[config.mk]
export PLATFORM = sky130hd
export DESIGN_NAME = updown_load_counter
export DESIGN_NICKNAME = d
export VERILOG_FILES = /design/src/rtl/updown_load_counter_pkg.sv /design/src/rtl/updown_load_counter_tcell.sv /design/src/rtl/updown_load_counter.sv
export SDC_FILE = /design/constraint.sdc
export NUM_CORES = 1
export LEC_CHECK = 0
export BUFFER_PORTS_ARGS = -buffer_cell sky130_fd_sc_hd__buf_2
export CAP_MARGIN = 20
export CORE_AREA = 2 2 39 41
export CTS_CLUSTER_DIAMETER = 100
export DETAILED_ROUTE_END_ITERATION = 16
export DIE_AREA = 0 0 41 43
export MAX_ROUTING_LAYER = met4
export REMOVE_ABC_BUFFERS = 1
export SLEW_MARGIN = 0
export SYNTH_ARGS = -nofsm -noshare
export SYNTH_HDL_FRONTEND = slang
export SYNTH_SLANG_ARGS = --single-unit
[constraint.sdc]
create_clock -name clk -period 2.05 [get_ports clk]
set_input_delay 0.205 -clock clk [delete_from_list [all_inputs] [get_ports clk]]
set_output_delay 0.205 -clock clk [all_outputs]
set_load 0.01 [all_outputs]
[src/rtl/updown_load_counter_pkg.sv]
// Shared constants for the up/down loadable counter slice.
package updown_load_counter_pkg;

  localparam int DefaultWidth = 4;

endpackage : updown_load_counter_pkg

[src/rtl/updown_load_counter_tcell.sv]
// One-bit toggle cell: synchronous active-low reset, then parallel load, then toggle.
module counter_tcell (
  input  logic clk,
  input  logic res_n,
  input  logic t,
  input  logic ld,
  input  logic d,
  output logic q
);

  logic q_q;
  logic q_d;

  always_comb begin
    q_d = q_q;
    if (ld) begin
      q_d = d;
    end else if (t) begin
      q_d = ~q_q;
    end
  end

  always_ff @(posedge clk) begin
    if (!res_n) begin
      q_q <= 1'b0;
    end else begin
      q_q <= q_d;
    end
  end

  assign q = q_q;

endmodule : counter_tcell

[src/rtl/updown_load_counter.sv]
// n-bit synchronous up/down counter with parallel load, built from per-bit T cells
// sharing one clock; the carry/borrow ripple lives only in the toggle logic.
module updown_load_counter
  import updown_load_counter_pkg::*;
#(
  parameter int n = DefaultWidth
) (
  input  logic         clk,
  input  logic         res_n,
  input  logic         en,
  input  logic         count_up,
  input  logic         load,
  input  logic [n-1:0] set,
  output logic [n-1:0] count
);

  logic [n-1:0] toggle;

  for (genvar i = 0; i < n; i++) begin : g_bit
    // A bit flips when every lower bit is 1 (counting up) or all 0 (counting down).
    if (i == 0) begin : g_lsb
      assign toggle[i] = en;
    end else begin : g_upper
      assign toggle[i] = en & (count_up ? (&count[i-1:0]) : ~(|count[i-1:0]));
    end

    counter_tcell u_cell (
      .clk   (clk),
      .res_n (res_n),
      .t     (toggle[i]),
      .ld    (load),
      .d     (set[i]),
      .q     (count[i])
    );
  end

endmodule : updown_load_counter

==> flow_summary.json <==
{
  "synth_seq_cells": 4,
  "finalInstanceArea_um2": 360,
  "num_rows": 14,
  "worst_ep_required_time_ns": 2.21,
  "die_x_um": 41,
  "cts-resized-gates": 0,
  "root_buffer": "clkbuf_4",
  "slew-limit-headroom_pct": 84.5,
  "vias": 306,
  "criticalPathCategory": "flip-flop to flip-flop",
  "synthToLayoutAreaGrowth_pct": 20.0,
  "cts_tree": "done",
  "wl_per_cell_um": 11.1,
  "period_needed_ns": 1.33,
  "avgSynthCellArea_um2": 8.12,
  "final_common_cell": "buf_2",
  "syn_inst": 37,
  "layout_common_cells": "12 x buf_2, 4 x nand4_1, 4 x dfxtp_1, 3 x nand3_1, 3 x clkbuf_4",
  "cts_made_buffers": 3,
  "leakage_nw": 0.156,
  "clk_pin_slew_ns": 0.04,
  "synth_area_um2": 300,
  "fin_cells": 62,
  "wl_um": 687,
  "crit_slowest_cell": "or4b_1",
  "rsz0062_at_grt": "false",
  "ys_seq_area_share_pct": 26.7,
  "fin_skew_ns": 0.000209,
  "hold_buffers": 0,
  "worstMarginPinSlew_ns": 0.229,
  "coreArea_um2": 1380,
  "grt_pass1_vias": 265,
  "slew_viol_final": 0,
  "drive_gt1_share_pct": 32.6,
  "die_area_um2": 1760,
  "grt_pass1_wl_mm": 1.04,
  "start_kind": "flip-flop",
  "finalHoldViolations": 0,
  "grt_overflow_total": 0,
  "maxCapViolations": 0,
  "io_pins": 13,
  "initial_core_util_pct": 21.7,
  "grt_max_degree": 11,
  "synth_cell_types": 20,
  "slowest_delay_ns": 0.56,
  "path_cells": "or4b_1, a21o_1, a31oi_1",
  "ant_nets": 0,
  "dr.first_iter.drc_count": 3,
  "cpLargestDelayFamily": "simple AND/OR/NAND/NOR gates",
  "fill_cells": 162,
  "portBuffers": 12,
  "critPathArrivalTime_ns": 1.49,
  "crit_path_end_kind": "flip-flop",
  "min_path_type": "input pin to flip-flop",
  "dp.cells": 59,
  "grt_usage_pct": 9.03,
  "status": "finished, final reports clean",
  "finalSetupViolCount": 0,
  "vdd_drop_max_mv": 0.258,
  "dr.pass1.iters": 4,
  "max_freq_ghz": 0.753,
  "fin_crit_sh_pct": 64.8,
  "cp_num_buf_inv": 0,
  "largest_reg_flops": 4,
  "placed_area_um2": 338,
  "fin_setup_tns_ns": 0,
  "via_per_inst": 4.94,
  "die_height_um": 43,
  "antenna_found_initial": 0,
  "post_cts.repair.setup_buffers": 0,
  "htreeDepth": 1,
  "antenna_cells": 0,
  "powerDensity_nw_per_um2": 667,
  "clock_path_buffers": 2,
  "drc": 0,
  "synth_warnings": 0,
  "clkSinkCount": 4,
  "nets": 57,
  "crit_fanout": 7,
  "globalplace.congestion": 0.685,
  "clock_latency_ns": 0.23
}
path summary, 6_finish.rpt:
| check | start | to | slack [ns] | cells after the start |
|---|---|---|---|---|
| hold / removal | set[1] | g_bit[1].u_cell.q | 0.22 | 3 |
| setup reg to reg | g_bit[0].u_cell.q | g_bit[2].u_cell.q | 0.72 | 3 |
| setup / recovery | g_bit[0].u_cell.q | g_bit[2].u_cell.q | 0.72 | 3 |
| hold reg to reg | g_bit[2].u_cell.q | g_bit[2].u_cell.q | 0.53 | 2 |
synthesized netlist by cell type:
library cell,count,share of area (%)
or4b_1,1,3.3
and2_1,1,2.1
xnor2_1,2,5.8
a31oi_1,2,4.2
nor2b_1,1,2.1
nand4_1,4,8.3
nand2_1,1,1.2
or4_1,1,2.5
a21oi_1,1,1.7
nor2_1,1,1.2
nand3b_1,2,5.0
clkbuf_2,1,1.7
nand3_1,3,5.0
a21o_1,2,5.0
inv_1,1,1.2
or4bb_1,1,3.7
nor4bb_1,1,3.3
dfxtp_1,4,27
o21ai_0,2,3.3
buf_4,5,13
kinds of logic (layout without fill, tap and decap cells):
logic type,after synthesis,in the layout,share of synthesized area [%]
XOR/XNOR,2,2,5.83
AND/OR/NAND/NOR,17,17,37.9
flip-flops,4,4,26.7
buffers and inverters,7,16,15.4
AO/OA/AOI/OAI,7,7,14.2
per-stage QoR:
step	power [mW]	worst slack, ns	utilization (%)	hold slack (ns)
floorplan	0.119	0.744	-	0.327
global placement	0.142	0.759	24.4	0.468
detailed placement	0.143	0.729	24.4	0.464
CTS	0.246	0.720	26.0	0.221
global route	0.260	0.650	26.0	0.244
finish	0.240	0.722	26.0	0.219
worst min-delay path, stage by stage:
cell	delay, ns
buf_2	0.07
nand3_1	0.06
nand3_1	0.08
per-layer routing:
| layer | routed length (µm) | track usage, % | up-vias |
|---|---|---|---|
| li1 | - | - | 155 |
| met1 | 295 | 9.27 | 142 |
| met2 | 332 | 13.4 | 9 |
| met3 | 59 | 8.38 | 0 |
| met4 | 0 | 0 | 0 |
| met5 | 0 | - | - |
final cells by class:
type	instances	area, µm²	area share, %
Clock buffer	3	22.5	6.25
Sequential cell	4	80.1	22.2
Timing Repair Buffer	12	60.1	16.7
Tap cell	16	20.0	5.56
Multi-Input combinational cell	26	174	48.3
Inverter	1	3.75	1.04
report_power, final:
part / switching (mW) / internal [mW] / total (mW)
Combinational: 0.0237 / 0.0242 / 0.0479
Clock: 0.0329 / 0.0655 / 0.0984
Sequential: 0.00894 / 0.0852 / 0.0941
Total: 0.0655 / 0.175 / 0.240
Power figures use the tool's default switching activity.
